`src/rtl/uart_tx_arbiter.sv`:
```
// Shares one UART transmitter among NUM_REQ requesters: the start pulse and ack come one edge after the grant, then new grants wait 1+FRAME_LEN+GAP_CYCLES cycles.
// Define UART_TX_ARB_FIXED_PRIORITY_EN for lowest-index-wins arbitration; the default build is round-robin.
module uart_tx_arbiter #(
  parameter int NUM_REQ    = 4,
  parameter int DATA_W     = 7,
  parameter int FRAME_LEN  = 8,
  parameter int GAP_CYCLES = 1
) (
  input  logic                       clk,
  input  logic                       rst_n,
  input  logic [NUM_REQ-1:0]         req,
  input  logic [NUM_REQ*DATA_W-1:0]  data_in,
  output logic [NUM_REQ-1:0]         ack,
  output logic                       tx_start,
  output logic [DATA_W-1:0]          tx_data,
  output logic                       tx_busy,
  output logic [$clog2(NUM_REQ)-1:0] grant_id
);

  localparam int IW      = $clog2(NUM_REQ);
  localparam int CNT_MAX = (FRAME_LEN > GAP_CYCLES) ? FRAME_LEN : GAP_CYCLES;
  localparam int CW      = $clog2(CNT_MAX + 1);
  localparam logic [CW-1:0] FRAME_LAST = CW'(FRAME_LEN - 1);
  localparam logic [CW-1:0] GAP_LAST   = CW'((GAP_CYCLES > 0) ? GAP_CYCLES - 1 : 0);

  typedef enum logic [1:0] {
    S_IDLE   = 2'd0,
    S_LAUNCH = 2'd1,
    S_WAIT   = 2'd2,
    S_GAP    = 2'd3
  } state_t;

  state_t            state;
  logic [CW-1:0]     counter;
  logic              found;
  logic [IW-1:0]     winner;
  logic [DATA_W-1:0] win_data;
  logic [DATA_W-1:0] pay [NUM_REQ];

  always_comb begin
    for (int i = 0; i < NUM_REQ; i++) pay[i] = data_in[i*DATA_W +: DATA_W];
  end

`ifdef UART_TX_ARB_FIXED_PRIORITY_EN
  // Descending scan so the lowest asserted index is the last one written.
  always_comb begin
    found    = 1'b0;
    winner   = '0;
    win_data = '0;
    for (int i = NUM_REQ - 1; i >= 0; i--) begin
      if (req[i]) begin
        found    = 1'b1;
        winner   = IW'(i);
        win_data = pay[i];
      end
    end
  end
`else
  localparam int IW1 = IW + 1;
  logic [IW-1:0]  rr_ptr;
  logic [IW1-1:0] sum;
  logic [IW-1:0]  idx;

  always_comb begin
    found    = 1'b0;
    winner   = '0;
    win_data = '0;
    sum      = '0;
    idx      = '0;
    for (int i = 0; i < NUM_REQ; i++) begin
      sum = {1'b0, rr_ptr} + IW1'(i);
      if (sum >= IW1'(NUM_REQ)) sum = sum - IW1'(NUM_REQ);
      idx = sum[IW-1:0];
      if (!found && req[idx]) begin
        found    = 1'b1;
        winner   = idx;
        win_data = pay[idx];
      end
    end
  end
`endif

  always_ff @(posedge clk) begin
    if (!rst_n) begin
      state    <= S_IDLE;
      ack      <= '0;
      tx_start <= 1'b0;
      tx_data  <= '0;
      tx_busy  <= 1'b0;
      grant_id <= '0;
      counter  <= '0;
`ifndef UART_TX_ARB_FIXED_PRIORITY_EN
      rr_ptr   <= '0;
`endif
    end else begin
      case (state)
        S_IDLE: begin
          if (found) begin
            state    <= S_LAUNCH;
            tx_data  <= win_data;
            grant_id <= winner;
            tx_start <= 1'b1;
            ack      <= NUM_REQ'(1) << winner;
            tx_busy  <= 1'b1;
            counter  <= '0;
`ifndef UART_TX_ARB_FIXED_PRIORITY_EN
            rr_ptr   <= (winner == IW'(NUM_REQ - 1)) ? '0 : winner + 1'b1;
`endif
          end
        end
        S_LAUNCH: begin
          state    <= S_WAIT;
          tx_start <= 1'b0;
          ack      <= '0;
          counter  <= '0;
        end
        S_WAIT: begin
          if (counter == FRAME_LAST) begin
            counter <= '0;
            if (GAP_CYCLES == 0) begin
              state   <= S_IDLE;
              tx_busy <= 1'b0;
            end else begin
              state <= S_GAP;
            end
          end else begin
            counter <= counter + 1'b1;
          end
        end
        S_GAP: begin
          if (counter == GAP_LAST) begin
            state   <= S_IDLE;
            tx_busy <= 1'b0;
            counter <= '0;
          end else begin
            counter <= counter + 1'b1;
          end
        end
        default: begin
          state   <= S_IDLE;
          tx_busy <= 1'b0;
        end
      endcase
    end
  end

endmodule

```
`config.mk`:
```
export PLATFORM = sky130hd
export DESIGN_NAME = uart_tx_arbiter
export DESIGN_NICKNAME = d
export VERILOG_FILES = /design/src/rtl/uart_tx_arbiter.sv
export SDC_FILE = /design/constraint.sdc
export NUM_CORES = 1
export LEC_CHECK = 0
export CELL_PAD_IN_SITES_DETAIL_PLACEMENT = 0
export CELL_PAD_IN_SITES_GLOBAL_PLACEMENT = 1
export CORE_MARGIN = 4
export CORE_UTILIZATION = 37
export CTS_CLUSTER_DIAMETER = 150
export DETAILED_ROUTE_END_ITERATION = 8
export GPL_ROUTABILITY_DRIVEN = 0
export PLACE_DENSITY = 0.91
export SYNTH_ARGS = -nofsm -noshare
export SYNTH_HDL_FRONTEND = slang
export SYNTH_SLANG_ARGS = --single-unit
```
`constraint.sdc`:
```
create_clock -name clk -period 2.65 [get_ports clk]
set_clock_uncertainty 0.2 [all_clocks]
set_input_delay 0.265 -clock clk [delete_from_list [all_inputs] [get_ports clk]]
set_output_delay 0.265 -clock clk [all_outputs]
set_load 0.005 [all_outputs]
```
==> summary.txt, run 1 <==
Global routing
  • GRT met3 Usage: approximately 2%
  • Vias in the first global route: 1996
  • Grt met1 use: 20.0%
  • Initial antenna violation count: 0
  • Met2 Resource Use GR: 26.6%
  • All-Layer GR Usage: 15.3%
  • Grt ovf: 0
  • First-pass GRT wire length: slightly above 9000 um
  • Busiest grt layer: met2
  • Largest net degree at the start of global routing: 31

Power and ir drop
  • Net switching power: 1.02 mW
  • Total power: approximately 2.3 mW
  • Logic pwr share: 65.7%
  • Pwr/cell area: 848 nW/um^2
  • Sw frac: 44.6%
  • Sequential power share: 24.8%
  • Int Pwr: 1.27 mW
  • Lkg Pwr: ~1.0 nW
  • VDD IR max: slightly below 0.3 mV
  • Clock network fraction of design power: 9.6%

Synth
  • Most common cell in the netlist: nand2_1
  • Netlist cell types: 49
  • Synth cell count leaders: nand2_1 (46), mux2i_1 (26), dfxtp_1 (23)
  • Avg Cell Area, Syn: 8.07 um^2
  • Async set-or-reset flop fraction in the synthesized netlist: 0%
  • Share of the synthesized area in the top cell type: between 20% and 30%
  • EDFF count, synth: 0
  • Synth Net Count: 309
  • Post-synth top flop: dfxtp_1
  • #FFs+latches synth: 23
  • Post-Syn Instances: ~260
  • Area contributors post-synth: dfxtp_1 (22%), mux2i_1 (12%), nand2_1 (8.1%)
  • Area leader, netlist: dfxtp_1
  • Synth warn: 0
  • Seq/Total Area, Yosys: 21.6%
  • Netlist Area Pre-Place: 2130 um^2

Routing
  • DRC Markers: 0
  • Final wirelength: 5460 um
  • Post-route ant nets: 0
  • Drt first-iter violations: 185
  • DR pass1 iterations: 4
  • Vias: 2070
  • Routed len/inst: ~14 um
  • Vias per inst: 5.48

STA
  • Final slew viol count: 0
  • Final setup TNS: 0 ns
  • Final Hold Fails: 0
  • Crit path time final: 2.21 ns
  • Tightest Pin Transition: slightly below 0.7 ns
  • Final setup vio count: 0
  • Relative slew slack: between 50% and 60%
  • Max Fclk: between 0.4 and 0.5 GHz
  • Final worst path period share: 83.3%
  • Final setup margin: 0.443 ns
  • RSZ-0062 raised after global routing: no

Finish
  • Final instance area: 2710 um^2
  • Diodes inserted: 0
  • Fill count: 551
  • Final #Nets: 352
  • Share of layout cells above drive strength 1: about an eighth
  • Synth-to-layout area growth: 27.0%
  • Finished Layout Cells: roughly 380

Clocking
  • CTS Hold Buffers Added: 0
  • Clock-pin slew on the worst setup and hold paths: around 0.08 ns
  • Clock Sinks: 23
  • Post-CTS setup buffer count: 0
  • CTS Buf Count: 3
  • CTS root buffer: clkbuf_8
  • Resize count post-CTS: 0
  • CTS H-tree depth: 1
  • CTS Buffer Depth: 2
  • CTS tree: yes
  • Clk_lat worst skew: ~0.26 ns

Critical path
  • Worst Setup Path Type: reg -> reg
  • Largest fanout on the critical path: 23
  • Crit start category: flip-flop
  • CP required: 2.61 ns
  • Data arrival time of the worst path: 2.16 ns
  • Crit. End Element: flip-flop

Place
  • Dpl ws: 0.221 ns
  • Placed Cells: 374
  • IO buf count: 48
  • Post-DP Area: 2660 um^2
  • HPWL Detailed: 4000 um

Job
  • Max-cap check violation count: 0

Floorplan
  • Height of the die: 83.9 um
  • Chip width: 83.9 um
  • Core ar.: about 5500 um^2
  • Top Ports: 49
  • Num rows: 27
  • Die area: 7040 um^2
  • Starting density of the core: 38.5%

Hold path
  • HP Class: reg -> reg

Run status
  • Status: completed
[area by class of cell]
class	instances	area (um^2)	share of cell area, %
clock buffer	4	45.0	1.67
inverter	9	33.8	1.25
multi-input combinational	212	1520	56.2
sequential	23	462	17.1
tap	72	90.1	3.33
timing repair buffer	58	556	20.5
[cell families (layout without fill, tap and decap cells)]
family / Yosys count / in the layout / share of synthesized area (%)
buf+inv: 29 / 71 / 7.10
compound gates: 73 / 73 / 25.2
flops: 23 / 23 / 21.6
xor+xnor: 2 / 2 / 0.822
fa+ha+maj: 11 / 11 / 6.46
mux: 33 / 33 / 15.9
simple gates: 93 / 93 / 22.9
[state kept, by name, summed over array words and instances, names as in the netlist]
register  flops
tx_data       7
ack           4
counter       4
grant_id      2
rr_ptr        2
state         2
tx_busy       1
tx_start      1
[power groups by stage]
stage               registers, mW  logic, mW  clock network [mW]
floorplan                   0.526       1.10                   0
global placement            0.578       1.47                   0
detailed placement          0.576       1.50                   0
CTS                         0.570       1.51               0.228
global route                0.589       1.67               0.237
finish                      0.568       1.51               0.220
[stage by stage]
step                      hold slack, ns  util, %
after floorplan                    0.219        -
after global placement             0.279     48.0
after detailed placement           0.285     48.0
after CTS                          0.298     48.8
after global routing               0.340     48.8
final                              0.288     48.8
[worst paths after layout]
kind | depth (start not counted) | start | to | slack [ns]
hold / removal | 2 | grant_id[1]$_SDFFE_PN0P_ | grant_id[1]$_SDFFE_PN0P_ | 0.29
setup / recovery | 5 | rr_ptr[1]$_SDFFE_PN0P_ | tx_data[3]$_SDFFE_PN0P_ | 0.44
hold reg to reg | 2 | grant_id[1]$_SDFFE_PN0P_ | grant_id[1]$_SDFFE_PN0P_ | 0.29
setup reg to reg | 5 | rr_ptr[1]$_SDFFE_PN0P_ | tx_data[3]$_SDFFE_PN0P_ | 0.44
[cell usage in the layout (no fill, tap or decap), types with 7 or more instances in the layout]
| master | count |
|---|---|
| a21oi_1 | 12 |
| a21oi_2 | 7 |
| a31oi_1 | 7 |
| buf_4 | 10 |
| clkdlybuf4s50_1 | 48 |
| dfxtp_1 | 22 |
| ha_1 | 11 |
| inv_1 | 9 |
| mux2_2 | 7 |
| mux2i_1 | 26 |
| nand2_1 | 46 |
| nand3_2 | 7 |
| nor2_1 | 10 |
| nor2b_1 | 9 |
| o2111ai_1 | 7 |
| o211a_1 | 8 |
| o21ai_0 | 11 |
[worst max-delay path, stage by stage, from the launching register on]
cell and delay [ns]:
dfxtp_2 0.65, buf_4 0.40, mux2_2 0.39, o2111ai_1 0.20, o211a_1 0.20, a21oi_2 0.05
[per-layer routing]
| metal | part of all wire, % | routed length, um | vias to the layer above |
|---|---|---|---|
| li1 | - | - | 1042 |
| met1 | 47 | 2560 | 988 |
| met2 | 48 | 2630 | 36 |
| met3 | 4.0 | 217 | 4 |
| met4 | 0.92 | 50 | 0 |
| met5 | 0 | 0 | - |
(Power assumes the default switching activity.)
==> run 2: changes to the inputs <==
==> constraint.sdc (replaced) <==
create_clock -name clk -period 2.3 [get_ports clk]
set_clock_uncertainty 0.2 [all_clocks]
set_input_delay 0.23 -clock clk [delete_from_list [all_inputs] [get_ports clk]]
set_output_delay 0.23 -clock clk [all_outputs]
set_load 0.005 [all_outputs]
==> summary.txt, run 2 (synthesis gave the netlist of run 1 again) <==
Floorplan
  • Top Ports: around 50
  • Num rows: 27
  • Chip width: about 84 um
  • Die area: 7040 um^2
  • Starting density of the core: about two fifths
  • Height of the die: approximately 84 um
  • Core ar.: approximately 5500 um^2

Clocking
  • Clk_lat worst skew: 0.26 ns
  • Resize count post-CTS: 0
  • Clock Sinks: 23
  • Post-CTS setup buffer count: 0
  • CTS H-tree depth: 1
  • CTS root buffer: clkbuf_8
  • CTS Buf Count: 3
  • CTS Hold Buffers Added: 0
  • Clock-pin slew on the worst setup and hold paths: 0.08 ns
  • CTS tree: yes
  • CTS Buffer Depth: 2

Finish
  • Max reg flops: 7
  • Top reg by flops: tx_data
  • Fill count: roughly 550
  • Synth-to-layout area growth: 30.5%
  • Most frequent cells in the layout: clkdlybuf4s50_1 (48), nand2_1 (46), mux2i_1 (26)
  • Share of layout cells above drive strength 1: 14.5%
  • Final #Nets: 357
  • Area occupied by multi-input gates: 1520 um^2
  • Finished Layout Cells: 383
  • Largest registers: tx_data x7, ack x4, counter x4
  • Register area: 462 um^2
  • Diodes inserted: 0
  • Commonest non-fill, non-tap cell in the layout: clkdlybuf4s50_1

Critical path
  • Critical path's largest stage delay: about 0.63 ns
  • Slowest CP cell: clkdlybuf4s50_1
  • Crit. End Element: flip-flop
  • Crit start category: input port
  • CP Cell Sequence: clkdlybuf4s50_1 > or3b_1 > a2111oi_2 > or3_1 > buf_12 > nand3_2 > a21oi_2
  • Flop-to-flop setup slack: 0.23 ns
  • Data arrival time of the worst path: 2.10 ns
  • Worst Setup Path Type: in -> reg
  • CP required: around 2.3 ns
  • Largest fanout on the critical path: 9

STA
  • Min Hold Slack: 0.291 ns
  • Relative slew slack: 55.3%
  • Crit path time final: 2.11 ns
  • Final setup margin: 0.193 ns
  • Final slew viol count: 0
  • Final setup vio count: 0
  • Final Hold Fails: 0
  • Final worst path period share: 91.6%
  • Max Fclk: 0.475 GHz
  • RSZ-0062 raised after global routing: no
  • Tightest Pin Transition: ~0.65 ns

Place
  • Placed Cells: 379
  • Dpl ws: -0.0732 ns
  • HPWL Detailed: between 3000 and 4000 um
  • IO buf count: 48

Routing
  • Final wirelength: 5190 um
  • Vias: roughly 2000
  • Routed len/inst: 13.5 um
  • Post-route ant nets: 0
  • DRC Markers: 0
  • DR pass1 iterations: 4
  • Drt first-iter violations: 86
  • Vias per inst: roughly 5.3

Global routing
  • Vias in the first global route: 1937
  • Largest net degree at the start of global routing: 43
  • First-pass GRT wire length: 8890 um
  • Initial antenna violation count: 0
  • Grt ovf: 0
  • All-Layer GR Usage: ~15%

Power and ir drop
  • Sw frac: 43.0%
  • Lkg Pwr: around 1.1 nW
  • Int Pwr: 1.53 mW
  • VDD IR max: about 0.44 mV
  • Clock network fraction of design power: 9.3%
  • Logic pwr share: 65.6%
  • Net switching power: 1.15 mW
  • Sequential power share: 25.1%
  • Pwr/cell area: 965 nW/um^2

Run status
  • Status: completed

Job
  • Max-cap check violation count: 0

Hold path
  • HP Class: reg -> reg
[run 2: worst max-delay path: cells and delay by family]
| kind | cells | cell delay (ns) |
|---|---|---|
| AO/OA/AOI/OAI | 2 | 0.43 |
| AND/OR/NAND/NOR | 3 | 0.67 |
| buffers and inverters | 2 | 0.77 |
[run 2: final timing paths]
kind | start | endpoint | cells after the start
worst max-delay path | req[0] | tx_data[4]$_SDFFE_PN0P_ | 7
worst min-delay path | grant_id[1]$_SDFFE_PN0P_ | grant_id[1]$_SDFFE_PN0P_ | 2
worst max register to register | rr_ptr[0]$_SDFFE_PN0P_ | rr_ptr[1]$_SDFFE_PN0P_ | 7
worst min register to register | grant_id[1]$_SDFFE_PN0P_ | grant_id[1]$_SDFFE_PN0P_ | 2
[run 2: stage by stage]
stage                     TNS [ns]  total power, mW  utilization, %  area (um^2)
after floorplan                  0             1.87               -         2130
after global placement      -0.316             2.43            49.4         2740
after detailed placement    -0.483             2.45            49.4         2740
after CTS                        0             2.70            50.2         2780
after global routing             0             2.94            50.2         2780
final                            0             2.68            50.2         2780
[run 2: power groups by stage]
stage	registers (mW)	logic, mW	clock network [mW]
floorplan	0.606	1.26	0
global placement	0.681	1.74	0
detailed placement	0.682	1.76	0
CTS	0.673	1.77	0.260
global route	0.692	1.96	0.280
finish	0.673	1.76	0.249
[run 2: area by class of cell]
cell class | instances | share of cell area [%]
multi-input combinational | 212 | 54.6
timing repair buffer | 63 | 22.7
sequential | 23 | 16.6
tap | 72 | 3.24
clock buffer | 4 | 1.62
inverter | 9 | 1.22
[run 2: metal layers]
metal	GRT usage [%]	part of all wire, %	vias up
li1	-	-	1058
met1	20.3	49	956
met2	24.4	48	25
met3	1.88	2.6	2
met4	3.51	0.69	0
met5	0	0	-
==> run 3: changes to the inputs <==
--- a/config.mk
+++ b/config.mk
@@ -12,6 +12,7 @@
 export CTS_CLUSTER_DIAMETER = 150
 export DETAILED_ROUTE_END_ITERATION = 8
 export GPL_ROUTABILITY_DRIVEN = 0
+export MAX_ROUTING_LAYER = met4
 export PLACE_DENSITY = 0.91
 export SYNTH_ARGS = -nofsm -noshare
 export SYNTH_HDL_FRONTEND = slang
==> summary.txt, run 3 (synthesis gave the netlist of run 1 again) <==
Run status
  • Status: completed

Floorplan
  • Die area: just over 7000 um^2
  • Num rows: 27
  • Chip width: between 80 and 90 um
  • Top Ports: 49
  • Core ar.: between 5000 and 6000 um^2
  • Height of the die: about 84 um
  • Starting density of the core: 38.5%

Hold path
  • HP Class: reg -> reg
  • Endpoint, Worst Hold: grant_id[1]$_SDFFE_PN0P_
  • WHS Path Cells: 2
  • Hold path start: grant_id[1]$_SDFFE_PN0P_

Global routing
  • Initial antenna violation count: 0
  • Grt ovf: 0
  • Grt met1 use: between 20 and 25%
  • Vias in the first global route: 1932
  • Busiest grt layer: met2
  • GRT met3 Usage: 1.88%
  • All-Layer GR Usage: 15.2%
  • Largest net degree at the start of global routing: 43
  • Met2 Resource Use GR: 24.4%
  • First-pass GRT wire length: 8880 um

Finish
  • Max reg flops: 7
  • Synth-to-layout area growth: 30.5%
  • Final #Nets: 357
  • Commonest non-fill, non-tap cell in the layout: clkdlybuf4s50_1
  • Finished Layout Cells: 383
  • Diodes inserted: 0
  • Fill count: about 550
  • Most frequent cells in the layout: clkdlybuf4s50_1 (48), nand2_1 (46), mux2i_1 (26)
  • Top reg by flops: tx_data
  • Final instance area: 2780 um^2
  • Largest registers: tx_data x7, ack x4, counter x4
  • Share of layout cells above drive strength 1: 14.5%

Clocking
  • Post-CTS setup buffer count: 0
  • CTS tree: yes
  • CTS root buffer: clkbuf_8
  • Clock Sinks: 23
  • Clock-pin slew on the worst setup and hold paths: 0.08 ns
  • CTS Buffer Depth: 2
  • CTS H-tree depth: 1
  • CTS Buf Count: 3
  • Clk_lat worst skew: 0.26 ns
  • Resize count post-CTS: 0
  • CTS Hold Buffers Added: 0

Routing
  • DR pass1 iterations: 4
  • Final wirelength: roughly 5200 um
  • Drt first-iter violations: 106
  • DRC Markers: 0
  • Post-route ant nets: 0
  • Vias: 2046
  • Routed len/inst: 13.5 um
  • Vias per inst: about 5.3

Critical path
  • R2R Path End: tx_data[4]$_SDFFE_PN0P_
  • CP Cell Sequence: clkdlybuf4s50_1 > or3b_1 > a2111oi_2 > or3_1 > buf_12 > nand3_2 > a21oi_2
  • FF-to-FF Start: rr_ptr[0]$_SDFFE_PN0P_
  • Largest fanout on the critical path: 9
  • Data arrival time of the worst path: 2.10 ns
  • Crit start category: input port
  • Crit. End Element: flip-flop
  • CP required: between 2 and 2.5 ns
  • R2R cell count: 4
  • Slowest CP cell: clkdlybuf4s50_1
  • Flop-to-flop setup slack: 0.22 ns
  • Worst Setup Path Type: in -> reg
  • Critical path's largest stage delay: 0.63 ns

Job
  • Max-cap check violation count: 0

STA
  • Tightest Pin Transition: between 0.6 and 0.7 ns
  • Final setup margin: about 0.19 ns
  • Crit path time final: 2.11 ns
  • Final slew viol count: 0
  • Relative slew slack: a little over half
  • Final Hold Fails: 0
  • Final setup vio count: 0
  • RSZ-0062 raised after global routing: no
  • Min Hold Slack: 0.290 ns
  • Final worst path period share: 91.7%
  • Max Fclk: 0.474 GHz

Place
  • HPWL Detailed: 3960 um
  • Dpl ws: -0.0732 ns
  • IO buf count: 48
  • Post-DP Area: 2740 um^2
  • Placed Cells: 379

Power and ir drop
  • VDD IR max: 0.443 mV
  • Pwr/cell area: 965 nW/um^2
  • Lkg Pwr: approximately 1.1 nW
## run 3: power by group
| group | switching (mW) | total [mW] | internal, mW |
|---|---|---|---|
| logic | 0.884 | 1.76 | 0.876 |
| registers | 0.146 | 0.674 | 0.528 |
| clock network | 0.125 | 0.248 | 0.123 |
## run 3: worst max-delay path by stage
| stage | startpoint | end | slack (ns) | cells after the start |
|---|---|---|---|---|
| after detailed placement | req[0] | tx_data[4]$_SDFFE_PN0P_ | -0.07 | 7 |
| final | req[0] | tx_data[4]$_SDFFE_PN0P_ | 0.19 | 7 |
| after CTS | req[0] | tx_data[4]$_SDFFE_PN0P_ | 0.18 | 7 |
| after global routing | rr_ptr[0]$_SDFFE_PN0P_ | rr_ptr[1]$_SDFFE_PN0P_ | 0.05 | 7 |
| after floorplan | rr_ptr[1]$_SDFFE_PN0P_ | rr_ptr[0]$_SDFFE_PN0P_ | 0.34 | 8 |
| after global placement | req[0] | tx_data[0]$_SDFFE_PN0P_ | -0.05 | 7 |
## run 3: layout make-up
class                   count  area [um^2]  share of cell area (%)
clock buffers               4         45.0                    1.62
multi-input cells         212         1520                    54.6
flip-flops and latches     23          462                    16.6
well taps                  72         90.1                    3.24
repair buffers             63          631                    22.7
inverters                   9         33.8                    1.22
## run 3: routing by layer
metal | vias to the layer above | part of all wire [%]
li1 | 1058 | -
met1 | 963 | 48
met2 | 23 | 49
met3 | 2 | 2.3
met4 | 0 | 0.70
met5 | - | 0
## run 3: per-stage QoR
stage | total power, mW | util (%) | setup TNS, ns
6_report | 2.68 | 50.2 | 0
5_1_grt | 2.94 | 50.2 | 0
4_1_cts | 2.70 | 50.2 | 0
3_5_place_dp | 2.45 | 49.4 | -0.483
3_3_place_gp | 2.43 | 49.4 | -0.316
2_1_floorplan | 1.87 | - | 0
## run 3: critical path, delay by kind of cell
family / cells / cell delay [ns]
buffers and inverters: 2 / 0.77
and+or+nand+nor: 3 / 0.67
AOI/OAI and AO/OA: 2 / 0.43
